===== src/rtl/fsm_alu_unit_if.sv =====
// Handshake and result bus between the upstream controller and the sequenced ALU.
// The controller side drives operands and strobes; the ALU side returns registered results.
interface fsm_alu_unit_if #(
    parameter int WIDTH = 2
);
    logic             handshaking;
    logic             confirm_op;
    logic [1:0]       switch_op;
    logic [WIDTH-1:0] operand_a;
    logic [WIDTH-1:0] operand_b;
    logic [WIDTH-1:0] alu_result;
    logic             carry;
    logic             zero;
    logic             busy;
    logic [1:0]       state;

    modport master (
        output handshaking,
        output confirm_op,
        output switch_op,
        output operand_a,
        output operand_b,
        input  alu_result,
        input  carry,
        input  zero,
        input  busy,
        input  state
    );

    modport slave (
        input  handshaking,
        input  confirm_op,
        input  switch_op,
        input  operand_a,
        input  operand_b,
        output alu_result,
        output carry,
        output zero,
        output busy,
        output state
    );
endinterface


===== src/rtl/fsm_alu_unit.sv =====
// Small ALU (add/sub/or/and) sequenced by a four-state session FSM.
// Operands are latched on the confirm edge; the result is registered one cycle later and held.
module fsm_alu_unit #(
    parameter int WIDTH = 2
) (
    input  logic          clk,
    input  logic          reset,
    fsm_alu_unit_if.slave bus
);
    typedef enum logic [1:0] {
        IDLE    = 2'b00,
        SELECT  = 2'b01,
        EXECUTE = 2'b10,
        DONE    = 2'b11
    } state_t;

    state_t           state_q;
    logic [WIDTH-1:0] a_q;
    logic [WIDTH-1:0] b_q;
    logic [1:0]       op_q;
    logic [WIDTH-1:0] result_q;
    logic             carry_q;
    logic             zero_q;

    logic [WIDTH:0]   sum_w;
    logic [WIDTH:0]   diff_w;
    logic [WIDTH-1:0] next_result;
    logic             next_carry;

    // The extra top bit of the widened difference is the borrow, i.e. a < b.
    always_comb begin
        sum_w       = {1'b0, a_q} + {1'b0, b_q};
        diff_w      = {1'b0, a_q} - {1'b0, b_q};
        next_result = '0;
        next_carry  = 1'b0;
        case (op_q)
            2'b00: begin
                next_result = sum_w[WIDTH-1:0];
                next_carry  = sum_w[WIDTH];
            end
            2'b01: begin
                next_result = diff_w[WIDTH-1:0];
                next_carry  = diff_w[WIDTH];
            end
            2'b10: next_result = a_q | b_q;
            default: next_result = a_q & b_q;
        endcase
    end

    // Dropping the session in SELECT wins over a simultaneous confirm.
    always_ff @(posedge clk or negedge reset) begin
        if (!reset) begin
            state_q  <= IDLE;
            a_q      <= '0;
            b_q      <= '0;
            op_q     <= 2'b00;
            result_q <= '0;
            carry_q  <= 1'b0;
            zero_q   <= 1'b1;
        end else begin
            case (state_q)
                IDLE: begin
                    if (bus.handshaking) begin
                        state_q <= SELECT;
                    end
                end
                SELECT: begin
                    if (!bus.handshaking) begin
                        state_q <= IDLE;
                    end else if (bus.confirm_op) begin
                        state_q <= EXECUTE;
                        a_q     <= bus.operand_a;
                        b_q     <= bus.operand_b;
                        op_q    <= bus.switch_op;
                    end
                end
                EXECUTE: begin
                    state_q  <= DONE;
                    result_q <= next_result;
                    carry_q  <= next_carry;
                    zero_q   <= (next_result == '0);
                end
                DONE: begin
                    state_q <= bus.handshaking ? SELECT : IDLE;
                end
                default: state_q <= IDLE;
            endcase
        end
    end

    assign bus.alu_result = result_q;
    assign bus.carry      = carry_q;
    assign bus.zero       = zero_q;
    assign bus.busy       = (state_q == EXECUTE) || (state_q == DONE);
    assign bus.state      = state_q;
endmodule


===== src/flat_wrapper.sv =====
// flat-port wrapper written by rule: the top's interface ports become plain ports
module fsm_alu_unit_flat 
#(
    parameter int WIDTH = 2
)
  (clk, reset, bus_handshaking, bus_confirm_op, bus_switch_op, bus_operand_a, bus_operand_b, bus_alu_result, bus_carry, bus_zero, bus_busy, bus_state);
  fsm_alu_unit_if #(.WIDTH(WIDTH)) bus_i ();
  input  logic clk;
  input  logic reset;
  input wire logic [$bits(bus_i.handshaking)-1:0] bus_handshaking;
  input wire logic [$bits(bus_i.confirm_op)-1:0] bus_confirm_op;
  input wire logic [$bits(bus_i.switch_op)-1:0] bus_switch_op;
  input wire logic [$bits(bus_i.operand_a)-1:0] bus_operand_a;
  input wire logic [$bits(bus_i.operand_b)-1:0] bus_operand_b;
  output wire logic [$bits(bus_i.alu_result)-1:0] bus_alu_result;
  output wire logic [$bits(bus_i.carry)-1:0] bus_carry;
  output wire logic [$bits(bus_i.zero)-1:0] bus_zero;
  output wire logic [$bits(bus_i.busy)-1:0] bus_busy;
  output wire logic [$bits(bus_i.state)-1:0] bus_state;
  assign bus_i.handshaking = bus_handshaking;
  assign bus_i.confirm_op = bus_confirm_op;
  assign bus_i.switch_op = bus_switch_op;
  assign bus_i.operand_a = bus_operand_a;
  assign bus_i.operand_b = bus_operand_b;
  assign bus_alu_result = bus_i.alu_result;
  assign bus_carry = bus_i.carry;
  assign bus_zero = bus_i.zero;
  assign bus_busy = bus_i.busy;
  assign bus_state = bus_i.state;
  fsm_alu_unit #(.WIDTH(WIDTH)) u_core (.clk(clk), .reset(reset), .bus(bus_i));
endmodule

===== config.mk =====
export PLATFORM = sky130hd
export DESIGN_NAME = fsm_alu_unit_flat
export DESIGN_NICKNAME = d
export VERILOG_FILES = /design/src/rtl/fsm_alu_unit_if.sv /design/src/rtl/fsm_alu_unit.sv /design/src/flat_wrapper.sv
export SDC_FILE = /design/constraint.sdc
export NUM_CORES = 1
export LEC_CHECK = 0
export ABC_AREA = 1
export BUFFER_PORTS_ARGS = -buffer_cell sky130_fd_sc_hd__buf_2
export CAP_MARGIN = 20
export CORE_MARGIN = 5
export CORE_UTILIZATION = 50
export DETAILED_ROUTE_END_ITERATION = 7
export GPL_TIMING_DRIVEN = 0
export PLACE_DENSITY = 0.79
export SLEW_MARGIN = 0
export SYNTH_ARGS = -nofsm -noshare
export SYNTH_HDL_FRONTEND = slang
export SYNTH_SLANG_ARGS = --single-unit

===== constraint.sdc =====
create_clock -name clk -period 1.8 [get_ports clk]
set_input_delay 0.36 -clock clk [delete_from_list [all_inputs] [get_ports clk]]
set_output_delay 0.36 -clock clk [all_outputs]
set_load 0.02 [all_outputs]

==> results.ini <==
[run_status]
status = finished clean

[routing]
drtIter0Drc = 5
drt_wl_total_mm = 1.235
drc_errors = 0
routed_via_density = 4.833
wire_per_inst_um = 10.83
drt_first_pass_iters = 4
vias = 551
drtAntennaViolNets = 0

[clock_network]
cts_buffers = 3
clockBufferDepth = 2
insertion_delay_ns = 0.27
clkSinkCount = 12
cts_tree = yes
cts-htree-levels = 1
cts_root_buf = clkbuf_4
post_cts_resized = 0
clk_pin_slew_ns = 0.07

[placement]
place_inst = 109
portBuffers = 15
place.gp.congestion = 0.7639
hpwlAfterDp_um = 993
pre_cts_ws_ns = 0.1885

[finish]
most-common-layout-cells = nand2_1 (21), buf_2 (16), dfrtp_1 (11), nand3_1 (10), inv_1 (7)
final_nets = 117
diodes = 0
area_delta_synth_final_pct = 18.57
layout_commonest_cell = nand2_1
drive_gt1_share_pct = 30.30
fin_util_pct = 63.06
final_cells = 114
nFillCells = 111

[synthesis]
syn_inst = 79
ys_types = 22
synth-seq-cells = 12
postSynthAreaPerCell_sq_um = 8.869
yosysWarnings = 0
synth_area_sq_um = 700.7
seq_area_frac_synth_pct = 43.04
syn-num-nets = 96

[grt]
grt_overflow = 0
grt_pass1_vias = 520
grt_usage_pct = 13.49
grt_max_degree = 13
antenna_found_initial = 0
grt_pass1_wl_mm = 2.049

[timing]
setup-violations-final = 0
finClkSkew_ns = 0.002266
max_slew_margin_pct = 74.13
tightestPinTransition_ns = 0.3881
drv_slew = 0
max_freq_ghz = 0.6273
fin_ws_ns = 0.2059
grt_setup_unrepaired = false
finalCritPeriodShare_pct = 88.56
finalHoldViolCount = 0
fin_crit_ns = 1.594
fin_setup_tns_ns = 0

[die]
die_area_sq_mm = 0.002250
io_pins = 17
fp-row-count = 13
coreArea_sq_mm = 0.001318
die_w_um = 47.44
start_util_pct = 53.18
die_h_um = 47.44

[critical_path]
worstSetupStartpointType = register
r2r_slack_ns = 0.21
arrival_ns = 1.76
critPathCaptureType = register
rr_worst_depth = 6
critPathMaxFanout = 4
r2r-start = u_core.b_q[0]
cp_data_required_time_ns = 1.97
criticalPathCategory = register to register
r2r_end = u_core.bus.alu_result[1]

[power]
seqPwrFrac_pct = 40.3
p_int_mw = 0.6733
combPwrFrac_pct = 44.9
power_frac_clock_pct = 14.8
p_sw_mw = 0.4830
p_sw_share_pct = 41.77
ir_worst_vdd_mv = 0.5873
leakage_nw = 0.4517
power.density_mw_per_mm2 = 1392

[flow_run]
maxCapViolations = 0

[worst_hold_path]
hold-path-endpoint = u_core.op_q[1]
worstHoldStart = bus_switch_op[1]
min-delay-path-class = primary input to register
min_delay_path_depth = 3

-- sequential cells by signal (all words and copies together) (netlist names), named ones only --
name                   count
u_core.bus.alu_result      2
u_core.bus.carry           1
u_core.bus.zero            1
u_core.a_q                 2
u_core.bus.state           1
u_core.op_q                2
u_core.b_q                 2
-- per-stage QoR --
stage               hold WS (ns)  total power [mW]  instance area (sq um)
detailed placement        0.2530             1.001                  794.5
finish                    0.3182             1.156                  830.8
floorplan                0.06441            0.8564                  700.7
CTS                       0.3101             1.175                  830.8
global placement          0.2435            0.9744                  794.5
global route              0.3172             1.290                  830.8
-- cell usage after synthesis --
master	count	share of area, %
nor2_1	3	1.6
inv_1	7	3.8
clkbuf_1	2	1.1
nor3_2	1	1.4
o21ai_1	2	1.4
ha_1	5	8.9
buf_6	1	1.6
nand3_2	1	1.4
nand3b_1	2	2.1
fa_1	2	5.7
nand2_2	1	0.89
nor2_4	1	1.6
buf_2	1	0.71
a31oi_1	1	0.89
nand2_1	21	11
nor2_2	2	1.8
nand2_4	1	1.6
dfrtp_1	11	39
inv_2	2	1.1
and3_1	1	0.89
dfstp_2	1	3.8
nand3_1	10	7.1
-- layout make-up --
type	instances	area [sq um]	share of cell area, %
buffer	4	23.77	2.861
clock buffer	4	26.28	3.163
inverter	9	33.78	4.066
multi-input combinational	54	341.6	41.11
sequential	12	301.5	36.30
tap	15	18.77	2.259
timing repair buffer	16	85.08	10.24
-- worst max-delay path: stages, from the launching register on --
cell and delay, ns:
dfrtp_1 0.42, ha_1 0.23, fa_1 0.52, nand3b_1 0.10, nand3_1 0.09, nand3_1 0.08
nand2_1 0.05
-- metal layers --
| metal | wire, um | track usage (%) |
|---|---|---|
| met5 | 0 | 0 |
| met4 | 36 | 8.287 |
| met3 | 93 | 3.383 |
| met2 | 578 | 21.12 |
| met1 | 525 | 16.55 |
-- power by group through the flow --
| stage | Sequential (mW) | Combinational (mW) | Clock, mW |
|---|---|---|---|
| after floorplan | 0.526 | 0.331 | 0 |
| after global placement | 0.466 | 0.509 | 0 |
| after CTS | 0.470 | 0.527 | 0.178 |
| after detailed placement | 0.475 | 0.526 | 0 |
| after global routing | 0.483 | 0.616 | 0.192 |
| final | 0.466 | 0.519 | 0.171 |
-- timing repair --
item,CTS,global route
setup buffers,0,0
hold endpoints to repair,11,0
hold buffers,1,0
-- cell families after synthesis --
| kind of cell | after synthesis | synth area share (%) |
|---|---|---|
| adders and majority gates | 7 | 14.64 |
| AOI/OAI and AO/OA | 3 | 2.322 |
| and+or+nand+nor | 44 | 31.79 |
| DFF | 12 | 43.04 |
| buffers and inverters | 13 | 8.215 |
-- worst max path at each step --
stage	from	to	cells past startpoint
3_3_place_gp	u_core.b_q[0]	u_core.bus.alu_result[1]	6
3_5_place_dp	u_core.b_q[0]	u_core.bus.alu_result[1]	6
5_1_grt	u_core.a_q[0]	u_core.bus.alu_result[1]	7
2_1_floorplan	u_core.b_q[0]	u_core.bus.alu_result[1]	6
4_1_cts	u_core.b_q[0]	u_core.bus.zero	7
6_report	u_core.b_q[0]	u_core.bus.alu_result[1]	6
No activity file was read; power rests on OpenSTA's default activity.
